<file path="src/rtl/qla_agent_controller_if.sv">
// Interface bundling the run-control and QLA-facing signals of the agent
// controller. The controller is the master; the QLA/run-control side is
// the slave.
interface qla_agent_controller_if;
  logic               start;
  logic signed [31:0] Qnext_0;
  logic signed [31:0] Qnext_1;
  logic signed [31:0] Qnext_2;
  logic signed [31:0] Qnext_3;
  logic [4:0]         current_state;
  logic [4:0]         next_state;
  logic [1:0]         act;
  logic [3:0]         step;
  logic               decoder_en;
  logic               busy;
  logic               episode_done;
  logic               goal_reached;
  logic [15:0]        episode_count;

  modport master (
    input  start, Qnext_0, Qnext_1, Qnext_2, Qnext_3,
    output current_state, next_state, act, step, decoder_en,
           busy, episode_done, goal_reached, episode_count
  );

  modport slave (
    output start, Qnext_0, Qnext_1, Qnext_2, Qnext_3,
    input  current_state, next_state, act, step, decoder_en,
           busy, episode_done, goal_reached, episode_count
  );
endinterface

</file>
<file path="src/rtl/qla_agent_controller.sv">
// Episode sequencer and epsilon-greedy action selector for the QLA core.
// Walks a 5x5 grid (states 1..25, row-major), looks up Q-values for the
// current state, picks an action, computes the grid move and holds each
// transition stable on the QLA inputs while decoder_en is high.
module qla_agent_controller #(
  parameter int unsigned READ_LAT    = 2,
  parameter int unsigned HOLD_CYCLES = 5,
  parameter logic [7:0]  EPSILON     = 8'd26,
  parameter logic [4:0]  START_STATE = 5'd1,
  parameter logic [4:0]  GOAL_STATE  = 5'd25,
  parameter logic [3:0]  MAX_STEP    = 4'd15,
  parameter logic [7:0]  LFSR_SEED   = 8'hA5
) (
  input logic                    clk,
  input logic                    rst,
  qla_agent_controller_if.master bus
);

  localparam logic [2:0] ST_IDLE    = 3'd0;
  localparam logic [2:0] ST_LOOKUP  = 3'd1;
  localparam logic [2:0] ST_SELECT  = 3'd2;
  localparam logic [2:0] ST_UPDATE  = 3'd3;
  localparam logic [2:0] ST_ADVANCE = 3'd4;
  localparam logic [2:0] ST_DONE    = 3'd5;

  // Last value of the shared wait counter in LOOKUP and UPDATE
  localparam logic [7:0] READ_LAST = 8'(READ_LAT - 1);
  localparam logic [7:0] HOLD_LAST = 8'(HOLD_CYCLES - 1);

  logic [2:0]         state_reg;
  logic [4:0]         cur_reg;
  logic [4:0]         ns_reg;
  logic [4:0]         current_state_reg;
  logic [4:0]         next_state_reg;
  logic [1:0]         act_reg;
  logic [3:0]         step_reg;
  logic               decoder_en_reg;
  logic               busy_reg;
  logic               episode_done_reg;
  logic               goal_reached_reg;
  logic [15:0]        episode_count_reg;
  logic [7:0]         lfsr_reg;
  logic [7:0]         wait_reg;
  logic signed [31:0] q_reg [4];
  logic signed [31:0] q_in  [4];

  logic [8:0]         eps_diff;
  logic               explore;
  logic signed [31:0] best_q;
  logic [1:0]         greedy_act;
  logic [1:0]         sel_act;
  logic [4:0]         sel_ns;
  logic               at_left;
  logic               at_right;

  assign q_in[0] = bus.Qnext_0;
  assign q_in[1] = bus.Qnext_1;
  assign q_in[2] = bus.Qnext_2;
  assign q_in[3] = bus.Qnext_3;

  // Free-running 8-bit Fibonacci LFSR, taps 8,6,5,4
  always_ff @(posedge clk or posedge rst) begin
    if (rst) begin
      lfsr_reg <= LFSR_SEED;
    end else begin
      lfsr_reg <= {lfsr_reg[6:0], lfsr_reg[7] ^ lfsr_reg[5] ^ lfsr_reg[4] ^ lfsr_reg[3]};
    end
  end

  // Greedy choice: strict signed greater-than keeps the lowest index on ties
  always_comb begin
    best_q     = q_reg[0];
    greedy_act = 2'd0;
    for (int i = 1; i < 4; i++) begin
      if (q_reg[i] > best_q) begin
        best_q     = q_reg[i];
        greedy_act = 2'(i);
      end
    end
  end

  // Explore when lfsr < EPSILON; the borrow of a 9-bit subtract gives the compare
  always_comb begin
    eps_diff = {1'b0, lfsr_reg} - {1'b0, EPSILON};
    explore  = eps_diff[8];
    sel_act  = explore ? lfsr_reg[1:0] : greedy_act;
  end

  // Grid move; a move that would leave the grid bumps the wall and stays put
  always_comb begin
    at_left  = cur_reg inside {5'd1, 5'd6, 5'd11, 5'd16, 5'd21};
    at_right = cur_reg inside {5'd5, 5'd10, 5'd15, 5'd20, 5'd25};
    sel_ns   = cur_reg;
    case (sel_act)
      2'b00:   if (cur_reg <= 5'd20) sel_ns = cur_reg + 5'd5;
      2'b01:   if (cur_reg >= 5'd6)  sel_ns = cur_reg - 5'd5;
      2'b10:   if (!at_left)         sel_ns = cur_reg - 5'd1;
      default: if (!at_right)        sel_ns = cur_reg + 5'd1;
    endcase
  end

  // Episode FSM; every output is a register updated only on state changes
  always_ff @(posedge clk or posedge rst) begin
    if (rst) begin
      state_reg         <= ST_IDLE;
      cur_reg           <= START_STATE;
      ns_reg            <= START_STATE;
      current_state_reg <= START_STATE;
      next_state_reg    <= START_STATE;
      act_reg           <= 2'd0;
      step_reg          <= 4'd0;
      decoder_en_reg    <= 1'b0;
      busy_reg          <= 1'b0;
      episode_done_reg  <= 1'b0;
      goal_reached_reg  <= 1'b0;
      episode_count_reg <= 16'd0;
      wait_reg          <= 8'd0;
      for (int i = 0; i < 4; i++) q_reg[i] <= '0;
    end else begin
      case (state_reg)
        ST_IDLE: begin
          if (bus.start) begin
            state_reg        <= ST_LOOKUP;
            busy_reg         <= 1'b1;
            cur_reg          <= START_STATE;
            next_state_reg   <= START_STATE;
            step_reg         <= 4'd0;
            goal_reached_reg <= 1'b0;
            wait_reg         <= 8'd0;
          end
        end
        ST_LOOKUP: begin
          if (wait_reg == READ_LAST) begin
            for (int i = 0; i < 4; i++) q_reg[i] <= q_in[i];
            state_reg <= ST_SELECT;
          end else begin
            wait_reg <= wait_reg + 8'd1;
          end
        end
        ST_SELECT: begin
          act_reg           <= sel_act;
          ns_reg            <= sel_ns;
          step_reg          <= step_reg + 4'd1;
          current_state_reg <= cur_reg;
          next_state_reg    <= sel_ns;
          decoder_en_reg    <= 1'b1;
          wait_reg          <= 8'd0;
          state_reg         <= ST_UPDATE;
        end
        ST_UPDATE: begin
          if (wait_reg == HOLD_LAST) begin
            decoder_en_reg <= 1'b0;
            state_reg      <= ST_ADVANCE;
          end else begin
            wait_reg <= wait_reg + 8'd1;
          end
        end
        ST_ADVANCE: begin
          if (ns_reg == GOAL_STATE || step_reg == MAX_STEP) begin
            episode_done_reg  <= 1'b1;
            episode_count_reg <= episode_count_reg + 16'd1;
            goal_reached_reg  <= (ns_reg == GOAL_STATE);
            state_reg         <= ST_DONE;
          end else begin
            cur_reg        <= ns_reg;
            next_state_reg <= ns_reg;
            wait_reg       <= 8'd0;
            state_reg      <= ST_LOOKUP;
          end
        end
        ST_DONE: begin
          episode_done_reg <= 1'b0;
          if (bus.start) begin
            // Back-to-back episode: skip IDLE and restart directly
            cur_reg          <= START_STATE;
            next_state_reg   <= START_STATE;
            step_reg         <= 4'd0;
            goal_reached_reg <= 1'b0;
            wait_reg         <= 8'd0;
            state_reg        <= ST_LOOKUP;
          end else begin
            busy_reg  <= 1'b0;
            state_reg <= ST_IDLE;
          end
        end
        default: begin
          decoder_en_reg   <= 1'b0;
          episode_done_reg <= 1'b0;
          busy_reg         <= 1'b0;
          state_reg        <= ST_IDLE;
        end
      endcase
    end
  end

  assign bus.current_state = current_state_reg;
  assign bus.next_state    = next_state_reg;
  assign bus.act           = act_reg;
  assign bus.step          = step_reg;
  assign bus.decoder_en    = decoder_en_reg;
  assign bus.busy          = busy_reg;
  assign bus.episode_done  = episode_done_reg;
  assign bus.goal_reached  = goal_reached_reg;
  assign bus.episode_count = episode_count_reg;

endmodule

</file>
<file path="src/flat_wrapper.sv">
// flat-port wrapper written by rule: the top's interface ports become plain ports
module qla_agent_controller_flat 
#(
  parameter int unsigned READ_LAT    = 2,
  parameter int unsigned HOLD_CYCLES = 5,
  parameter logic [7:0]  EPSILON     = 8'd26,
  parameter logic [4:0]  START_STATE = 5'd1,
  parameter logic [4:0]  GOAL_STATE  = 5'd25,
  parameter logic [3:0]  MAX_STEP    = 4'd15,
  parameter logic [7:0]  LFSR_SEED   = 8'hA5
)
  (clk, rst, bus_start, bus_Qnext_0, bus_Qnext_1, bus_Qnext_2, bus_Qnext_3, bus_current_state, bus_next_state, bus_act, bus_step, bus_decoder_en, bus_busy, bus_episode_done, bus_goal_reached, bus_episode_count);
  qla_agent_controller_if bus_i ();
  input logic clk;
  input logic rst;
  input wire logic [$bits(bus_i.start)-1:0] bus_start;
  input wire logic [$bits(bus_i.Qnext_0)-1:0] bus_Qnext_0;
  input wire logic [$bits(bus_i.Qnext_1)-1:0] bus_Qnext_1;
  input wire logic [$bits(bus_i.Qnext_2)-1:0] bus_Qnext_2;
  input wire logic [$bits(bus_i.Qnext_3)-1:0] bus_Qnext_3;
  output wire logic [$bits(bus_i.current_state)-1:0] bus_current_state;
  output wire logic [$bits(bus_i.next_state)-1:0] bus_next_state;
  output wire logic [$bits(bus_i.act)-1:0] bus_act;
  output wire logic [$bits(bus_i.step)-1:0] bus_step;
  output wire logic [$bits(bus_i.decoder_en)-1:0] bus_decoder_en;
  output wire logic [$bits(bus_i.busy)-1:0] bus_busy;
  output wire logic [$bits(bus_i.episode_done)-1:0] bus_episode_done;
  output wire logic [$bits(bus_i.goal_reached)-1:0] bus_goal_reached;
  output wire logic [$bits(bus_i.episode_count)-1:0] bus_episode_count;
  assign bus_i.start = bus_start;
  assign bus_i.Qnext_0 = bus_Qnext_0;
  assign bus_i.Qnext_1 = bus_Qnext_1;
  assign bus_i.Qnext_2 = bus_Qnext_2;
  assign bus_i.Qnext_3 = bus_Qnext_3;
  assign bus_current_state = bus_i.current_state;
  assign bus_next_state = bus_i.next_state;
  assign bus_act = bus_i.act;
  assign bus_step = bus_i.step;
  assign bus_decoder_en = bus_i.decoder_en;
  assign bus_busy = bus_i.busy;
  assign bus_episode_done = bus_i.episode_done;
  assign bus_goal_reached = bus_i.goal_reached;
  assign bus_episode_count = bus_i.episode_count;
  qla_agent_controller #(.READ_LAT(READ_LAT), .HOLD_CYCLES(HOLD_CYCLES), .EPSILON(EPSILON), .START_STATE(START_STATE), .GOAL_STATE(GOAL_STATE), .MAX_STEP(MAX_STEP), .LFSR_SEED(LFSR_SEED)) u_core (.clk(clk), .rst(rst), .bus(bus_i));
endmodule
</file>
<file path="config.mk">
export PLATFORM = sky130hd
export DESIGN_NAME = qla_agent_controller_flat
export DESIGN_NICKNAME = d
export VERILOG_FILES = /design/src/rtl/qla_agent_controller_if.sv /design/src/rtl/qla_agent_controller.sv /design/src/flat_wrapper.sv
export SDC_FILE = /design/constraint.sdc
export NUM_CORES = 1
export LEC_CHECK = 0
export BUFFER_PORTS_ARGS = -buffer_cell sky130_fd_sc_hd__buf_2
export CORE_ASPECT_RATIO = 2
export CORE_MARGIN = 5
export CORE_UTILIZATION = 51
export CTS_CLUSTER_DIAMETER = 80
export DETAILED_ROUTE_END_ITERATION = 12
export PLACE_DENSITY = 0.73
export SLEW_MARGIN = 20
export SYNTH_ARGS = -nofsm -noshare
export SYNTH_HDL_FRONTEND = slang
export SYNTH_SLANG_ARGS = --single-unit
</file>
<file path="constraint.sdc">
create_clock -name clk -period 10.4 [get_ports clk]
set_input_delay 2.08 -clock clk [delete_from_list [all_inputs] [get_ports clk]]
set_output_delay 2.08 -clock clk [all_outputs]
set_load 0.05 [all_outputs]
</file>
==> run summary, run 1 <==
Run status
* complete, no violations — status

Floorplan
* 24900 um2 — Die Footprint
* 218 um — vertical die dimension
* 167 — I/O pin total
* 21500 um2 — core region area
* 114 um — Die Width
* 0.515 — starting utilization of the core area
* 76 — Site Rows

Cells and area
* 0 — number of antenna repair diodes
* 5850 um2 — area of combinational cells with multiple inputs
* 1904 — final-layout fill cell count
* 4840 um2 — area of all sequential standard cells
* 128 — flip-flop count of the largest register, all copies and words added
* 1501 — final cell count without fillers
* 0.290 — share of final-layout standard cells stronger than drive strength 1
* 1453 — final net count
* 15.1% — Area growth, synth to finish

Drt
* 5.69 — via count normalized by instance count
* 445 — first-iteration detailed-routing DRC count
* 26800 um — wire length reported by the detailed router
* 17.8 um — average wire per standard cell
* 5 — number of iterations in the first detailed-routing pass
* 8543 — Vias
* 0 — residual antenna-violating net count after detailed routing
* 0 — drc violations

Synthesis
* sky130_fd_sc_hd__dfrtp_1 — library cell with the highest instance count after synthesis
* sky130_fd_sc_hd__dfrtp_1 — cell taking the most area after synthesis
* 0 — Synth Warn #
* 0.437 — proportion of synthesized chip area in sequential cells
* multiplexers — combinational family with the most area after synthesis
* 0.114 — simple-gate portion of the synthesized area
* 10.4 um2 — Post-Synthesis Mean Instance Area
* 62 — post-synthesis cell type count
* 0.121 — Post-Synth Adder-Cell Area
* sky130_fd_sc_hd__dfrtp_1 (42%), sky130_fd_sc_hd__mux2_2 (13%), sky130_fd_sc_hd__ha_1 (12%) — top post-synthesis cells by area
* 0.418 — post-synth top area share
* sky130_fd_sc_hd__dfrtp_1 — most used flip-flop cell after synthesis
* sky130_fd_sc_hd__dfrtp_1 (185), sky130_fd_sc_hd__mux2_2 (131), sky130_fd_sc_hd__ha_1 (107), sky130_fd_sc_hd__nand2_1 (90), sky130_fd_sc_hd__a21oi_1 (82) — most common library cells after synthesis
* 0.126 — Compound-Gate Fraction of Synth Area
* 0.142 — mux cell area share after synthesis
* 0 — number of enable-type register cells in the synthesized netlist
* 11100 um2 — netlist area before placement
* 0.0229 — XOR/XNOR Fraction of Synth Area
* 193 — flip-flop and latch count after synthesis
* 1.00 — share of flip-flops with an asynchronous set or reset
* 1308 — number of nets in the synthesized netlist
* 1070 — cell count after synthesis

CTS
* 193 — CTS Sinks
* sky130_fd_sc_hd__clkbuf_16 — Clk Tree Root Cell
* 17 — TritonCTS Buffers
* 450 ps — latest clock arrival within the worst-skew pair
* 70 ps — CTS clock-pin slew for the worst setup and hold paths
* yes — CTS tree
* 0 — buffers inserted by post-CTS timing repair
* 0 — Hold-fix buffers, CTS
* 0 — post_cts resized
* 4 — number of H-tree levels
* 2 — clock tree buffer depth

Critical path
* register to register — type of the setup path with the least slack
* u_core.q_reg[78] — Critical Path Source
* register — sort of element at the start of the critical path
* 65 — maximum net fanout on the critical path
* 9110 ps — data arrival at the endpoint of the critical path
* register — kind of capture point of the worst setup path
* u_core.q_reg[78] — source of the worst register-to-register timing path
* 10730 ps — data required time of the critical path

Placement
* 166 — input/output buffers
* 20600 um — half-perimeter wire length of the detailed placement result
* 1469 — total placed cells including tap cells
* 0.871 — final weighted congestion in routability-driven placement
* 1770 ps — worst slack after detailed placement

Timing
* 933 ps — pin slew with the least headroom to its limit
* 0 — number of endpoints with negative hold slack in the final report
* 0 ps — sum of negative setup slack
* no — RSZ-0062 raised after global routing
* 0 — final count of negative-setup-slack endpoints
* 0.376 — Max transition margin
* 1620 ps — worst setup slack after layout
* 8780 ps — minimum clock period
* 0 — Final Max Slew Viols
* 8.48 ps — Setup Skew
* 0.844 — share of the clock period used by the worst path
* 114 MHz — timing-limited maximum frequency

Pwr
* 143 uV — Max VDD drop
* 6.08 nW — cell leakage power
* 140 nW/um2 — pwr/cell area

Global route
* 8613 — number of global-route vias before repair
* 0 — antenna violations before repair
* 111 — pin count of the biggest net entering global routing
* 0.218 — global-route usage over all layers
* 42400 um — first-pass GRT wire length
* 0 — overflow left after global routing

Hold path
* register to register — class of the tightest hold or removal check
* u_core.lfsr_reg[6] — min-delay src

Flow run
* 0 — number of violations of the max-capacitance limit

-- placed cells by master, fill, tap and decap left out, types with 10 or more instances in the layout --
cell type / count
sky130_fd_sc_hd__nand4_1: 26
sky130_fd_sc_hd__dfrtp_1: 185
sky130_fd_sc_hd__mux2i_1: 10
sky130_fd_sc_hd__mux2_2: 131
sky130_fd_sc_hd__nand3_1: 24
sky130_fd_sc_hd__o21ai_0: 71
sky130_fd_sc_hd__buf_2: 166
sky130_fd_sc_hd__clkbuf_16: 17
sky130_fd_sc_hd__a21oi_1: 82
sky130_fd_sc_hd__inv_1: 53
sky130_fd_sc_hd__nand2_1: 88
sky130_fd_sc_hd__nor3_1: 12
sky130_fd_sc_hd__xnor2_1: 21
sky130_fd_sc_hd__ha_1: 107
sky130_fd_sc_hd__nor2_1: 68
sky130_fd_sc_hd__nor4_1: 10
-- kinds of logic after synthesis --
family / after synthesis
AND/OR/NAND/NOR: 267
AO/OA/AOI/OAI: 230
flip-flops: 193
multiplexers: 141
adder cells (fa/ha/maj): 107
buffers and inverters: 103
XOR/XNOR: 29
-- through the flow --
| step | total power, mW | util | cell area [um2] | hold slack [ps] |
|---|---|---|---|---|
| CTS | 1.81 | 0.593 | 12700 | 380 |
| global route | 1.89 | 0.593 | 12800 | 384 |
| detailed placement | 1.14 | 0.566 | 12200 | 364 |
| finish | 1.79 | 0.593 | 12800 | 384 |
| floorplan | 1.04 | - | 11100 | 356 |
| global placement | 1.13 | 0.564 | 12100 | 361 |
-- path summary, 6_finish.rpt --
kind / slack [ps] / endpoint / depth (start not counted)
max: 1620 / u_core.bus.next_state[4] / 27
min: 380 / u_core.lfsr_reg[7] / 0
max reg2reg: 1620 / u_core.bus.next_state[4] / 27
min reg2reg: 380 / u_core.lfsr_reg[7] / 0
max in group asynchronous: 7380 / u_core.q_reg[13] / 3
min in group asynchronous: 1770 / u_core.bus.step[3] / 2
-- critical path, cell delays in order, from the launching register on --
cell                        delay (ps)
sky130_fd_sc_hd__dfrtp_1           400
sky130_fd_sc_hd__ha_1              330
sky130_fd_sc_hd__nand4_1           230
sky130_fd_sc_hd__or3_1             460
sky130_fd_sc_hd__a21o_1            230
sky130_fd_sc_hd__a21oi_1           170
sky130_fd_sc_hd__nor4_1             90
sky130_fd_sc_hd__a211oi_4          600
sky130_fd_sc_hd__buf_4             540
sky130_fd_sc_hd__a21oi_1           200
sky130_fd_sc_hd__ha_1              370
sky130_fd_sc_hd__nand4_2           150
sky130_fd_sc_hd__nor4_2            410
sky130_fd_sc_hd__nand4_1           220
sky130_fd_sc_hd__nor4_1            330
sky130_fd_sc_hd__a21oi_1           120
sky130_fd_sc_hd__nand2_2           700
sky130_fd_sc_hd__o21ai_0           210
sky130_fd_sc_hd__ha_1              410
sky130_fd_sc_hd__nand4_1           160
sky130_fd_sc_hd__nor4_1            640
sky130_fd_sc_hd__nand2_1           170
sky130_fd_sc_hd__o31a_1            370
sky130_fd_sc_hd__o21a_4            160
sky130_fd_sc_hd__a311o_2           390
sky130_fd_sc_hd__nand2_1           190
sky130_fd_sc_hd__a2bb2oi_1         250
sky130_fd_sc_hd__nand3_1           100
-- area by class of cell --
type,count,area share
Clock buffer,21,0.0361
Clock inverter,11,0.0103
Inverter,56,0.0171
Multi-Input combinational cell,774,0.459
Sequential cell,193,0.380
Tap cell,273,0.0268
Timing Repair Buffer,173,0.0711
-- power by group --
| part | switching, mW | internal (mW) |
|---|---|---|
| Combinational | 0.194 | 0.137 |
| Sequential | 0.0197 | 0.776 |
| Clock | 0.294 | 0.369 |
| Total | 0.508 | 1.28 |
-- layer usage --
metal,global-route usage,up-vias,wire (um)
li1,-,4132,-
met2,0.388,228,14200
met3,0.0407,77,1050
met1,0.239,4106,10200
met5,0,-,0
met4,0.121,0,1350
Power figures use the tool's default switching activity.
==> run 2: changes to the inputs <==
ABC_AREA = 1   (was not set)
PLACE_DENSITY = 0.75   (was 0.73)
clock period = 7.27 ns   (was 10.4 ns; I/O delays follow)
==> run summary, run 2 <==
Critical path
* 6850 ps — data arrival at the endpoint of the critical path
* 64 — maximum net fanout on the critical path
* u_core.q_reg[75] — Critical Path Source
* sky130_fd_sc_hd__inv_2 — critical-path cell with the highest stage delay
* u_core.bus.next_state[1] — destination of the critical timing path
* register — sort of element at the start of the critical path
* sky130_fd_sc_hd__nand2_1 — Most Frequent Cell on Critical Path
* 650 ps — delay of the slowest cell on the worst path
* 800 ps — slack of the worst reg-to-reg path
* register — kind of capture point of the worst setup path
* u_core.bus.next_state[1] — endpoint of the lowest-slack register-to-register path
* 7650 ps — data required time of the critical path
* register to register — type of the setup path with the least slack
* 38 — Register-to-Register Path Depth
* u_core.q_reg[75] — source of the worst register-to-register timing path

Synthesis
* sky130_fd_sc_hd__nand2_1 — library cell with the highest instance count after synthesis
* 193 — flip-flop and latch count after synthesis
* 1245 — cell count after synthesis
* 50 — post-synthesis cell type count
* sky130_fd_sc_hd__nand2_1 (239), sky130_fd_sc_hd__dfrtp_1 (185), sky130_fd_sc_hd__inv_1 (109), sky130_fd_sc_hd__ha_1 (107), sky130_fd_sc_hd__o21ai_0 (104) — most common library cells after synthesis
* sky130_fd_sc_hd__dfrtp_1 (41%), sky130_fd_sc_hd__ha_1 (12%), sky130_fd_sc_hd__mux2_2 (9.4%) — top post-synthesis cells by area
* 0 — Synth Warn #
* sky130_fd_sc_hd__dfrtp_1 — cell taking the most area after synthesis
* sky130_fd_sc_hd__dfrtp_1 — most used flip-flop cell after synthesis
* 1.00 — share of flip-flops with an asynchronous set or reset
* 11300 um2 — netlist area before placement
* 9.06 um2 — Post-Synthesis Mean Instance Area
* 0.429 — proportion of synthesized chip area in sequential cells
* 0 — number of enable-type register cells in the synthesized netlist
* 1483 — number of nets in the synthesized netlist
* 0.411 — post-synth top area share

CTS
* sky130_fd_sc_hd__clkbuf_16 — Clk Tree Root Cell
* 0 — post_cts resized
* 70 ps — CTS clock-pin slew for the worst setup and hold paths
* 193 — CTS Sinks
* 0 — Hold-fix buffers, CTS
* yes — CTS tree
* 2 — clock tree buffer depth
* 450 ps — latest clock arrival within the worst-skew pair
* 17 — TritonCTS Buffers
* 0 — buffers inserted by post-CTS timing repair
* 4 — number of H-tree levels

Timing
* no — RSZ-0062 raised after global routing
* 7.20 ps — Setup Skew
* 0 — number of endpoints with negative hold slack in the final report
* 800 ps — worst setup slack after layout
* 989 ps — pin slew with the least headroom to its limit
* 0 — Final Max Slew Viols
* 6470 ps — minimum clock period
* 0.890 — share of the clock period used by the worst path
* 0.341 — Max transition margin
* 0 — final count of negative-setup-slack endpoints
* 155 MHz — timing-limited maximum frequency
* 0 ps — sum of negative setup slack

Drt
* 0 — residual antenna-violating net count after detailed routing
* 5 — number of iterations in the first detailed-routing pass
* 0 — drc violations
* 29700 um — wire length reported by the detailed router
* 527 — first-iteration detailed-routing DRC count
* 9206 — Vias
* 17.6 um — average wire per standard cell
* 5.45 — via count normalized by instance count

Cells and area
* 14.6% — Area growth, synth to finish
* 128 — flip-flop count of the largest register, all copies and words added
* sky130_fd_sc_hd__nand2_1 — most frequent standard cell in the layout excluding fill and tap cells
* 1638 — final net count
* sky130_fd_sc_hd__nand2_1 (238), sky130_fd_sc_hd__dfrtp_1 (185), sky130_fd_sc_hd__buf_2 (166), sky130_fd_sc_hd__inv_1 (108), sky130_fd_sc_hd__ha_1 (107) — most used cells in the layout excluding fill and tap cells
* 0 — number of antenna repair diodes
* 1689 — final cell count without fillers
* 0.251 — share of final-layout standard cells stronger than drive strength 1

Floorplan
* 77 — Site Rows
* 22000 um2 — core region area
* 0.513 — starting utilization of the core area
* 220 um — vertical die dimension
* 25400 um2 — Die Footprint
* 115 um — Die Width
* 167 — I/O pin total

Run status
* complete, no violations — status

Placement
* 166 — input/output buffers
* 0.881 — final weighted congestion in routability-driven placement
* 1657 — total placed cells including tap cells
* 23000 um — half-perimeter wire length of the detailed placement result
* 862 ps — worst slack after detailed placement

Flow run
* 0 — number of violations of the max-capacitance limit

Global route
* 46400 um — first-pass GRT wire length
* 0.240 — global-route usage over all layers
* 142 — pin count of the biggest net entering global routing
* 0 — overflow left after global routing
* 4 — antenna violations before repair
* 9459 — number of global-route vias before repair

Hold path
* register to register — class of the tightest hold or removal check

-- run 2: final cells by class --
class                           instances  area (um2)
Timing Repair Buffer                  172         888
Clock buffer                           18         439
Tap cell                              276         345
Fill cell                            1948        9040
Inverter                              120         458
Clock inverter                         14         114
Multi-Input combinational cell        896        5840
Sequential cell                       193        4840
-- run 2: kinds of logic after synthesis --
family / after synthesis / share of synthesized area
compound gates: 238 / 0.113
flops: 193 / 0.429
xor+xnor: 24 / 0.0186
fa+ha+maj: 107 / 0.119
simple gates: 433 / 0.173
mux: 94 / 0.0939
buf+inv: 156 / 0.0537
-- run 2: per-stage QoR --
step / instance area, um2 / hold slack (ps) / utilization
2_1_floorplan: 11300 / 356 / -
3_3_place_gp: 12400 / 370 / 0.563
3_5_place_dp: 12400 / 377 / 0.563
4_1_cts: 12900 / 399 / 0.588
5_1_grt: 12900 / 411 / 0.588
6_report: 12900 / 393 / 0.588
-- run 2: critical path, delay by kind of cell (launching register included) --
kind            cells  cell delay (ps)
compound gates      6             1370
flops               1              400
simple gates       26             2570
buf+inv             3              940
fa+ha+maj           3             1060
-- run 2: worst min path at each step --
stage | cells after the start | slack, ps | start | to
3_5_place_dp | 0 | 380 | u_core.lfsr_reg[6] | u_core.lfsr_reg[7]
3_3_place_gp | 0 | 370 | u_core.lfsr_reg[6] | u_core.lfsr_reg[7]
6_report | 0 | 390 | u_core.lfsr_reg[6] | u_core.lfsr_reg[7]
5_1_grt | 0 | 410 | u_core.lfsr_reg[6] | u_core.lfsr_reg[7]
4_1_cts | 0 | 400 | u_core.lfsr_reg[6] | u_core.lfsr_reg[7]
2_1_floorplan | 0 | 360 | u_core.lfsr_reg[6] | u_core.lfsr_reg[7]
-- run 2: per-layer routing --
layer  up-vias  GRT usage  part of all wire
li1       4499          -                 -
met4         6      0.137             0.056
met2       255      0.452              0.55
met3        88     0.0515             0.049
met1      4358      0.236              0.34
met5         -          0            0.0013
Power of run 2 is left out: the tool's default activity adds up to more than one toggle a clock period on the data nets, which glitch-free logic cannot reach.
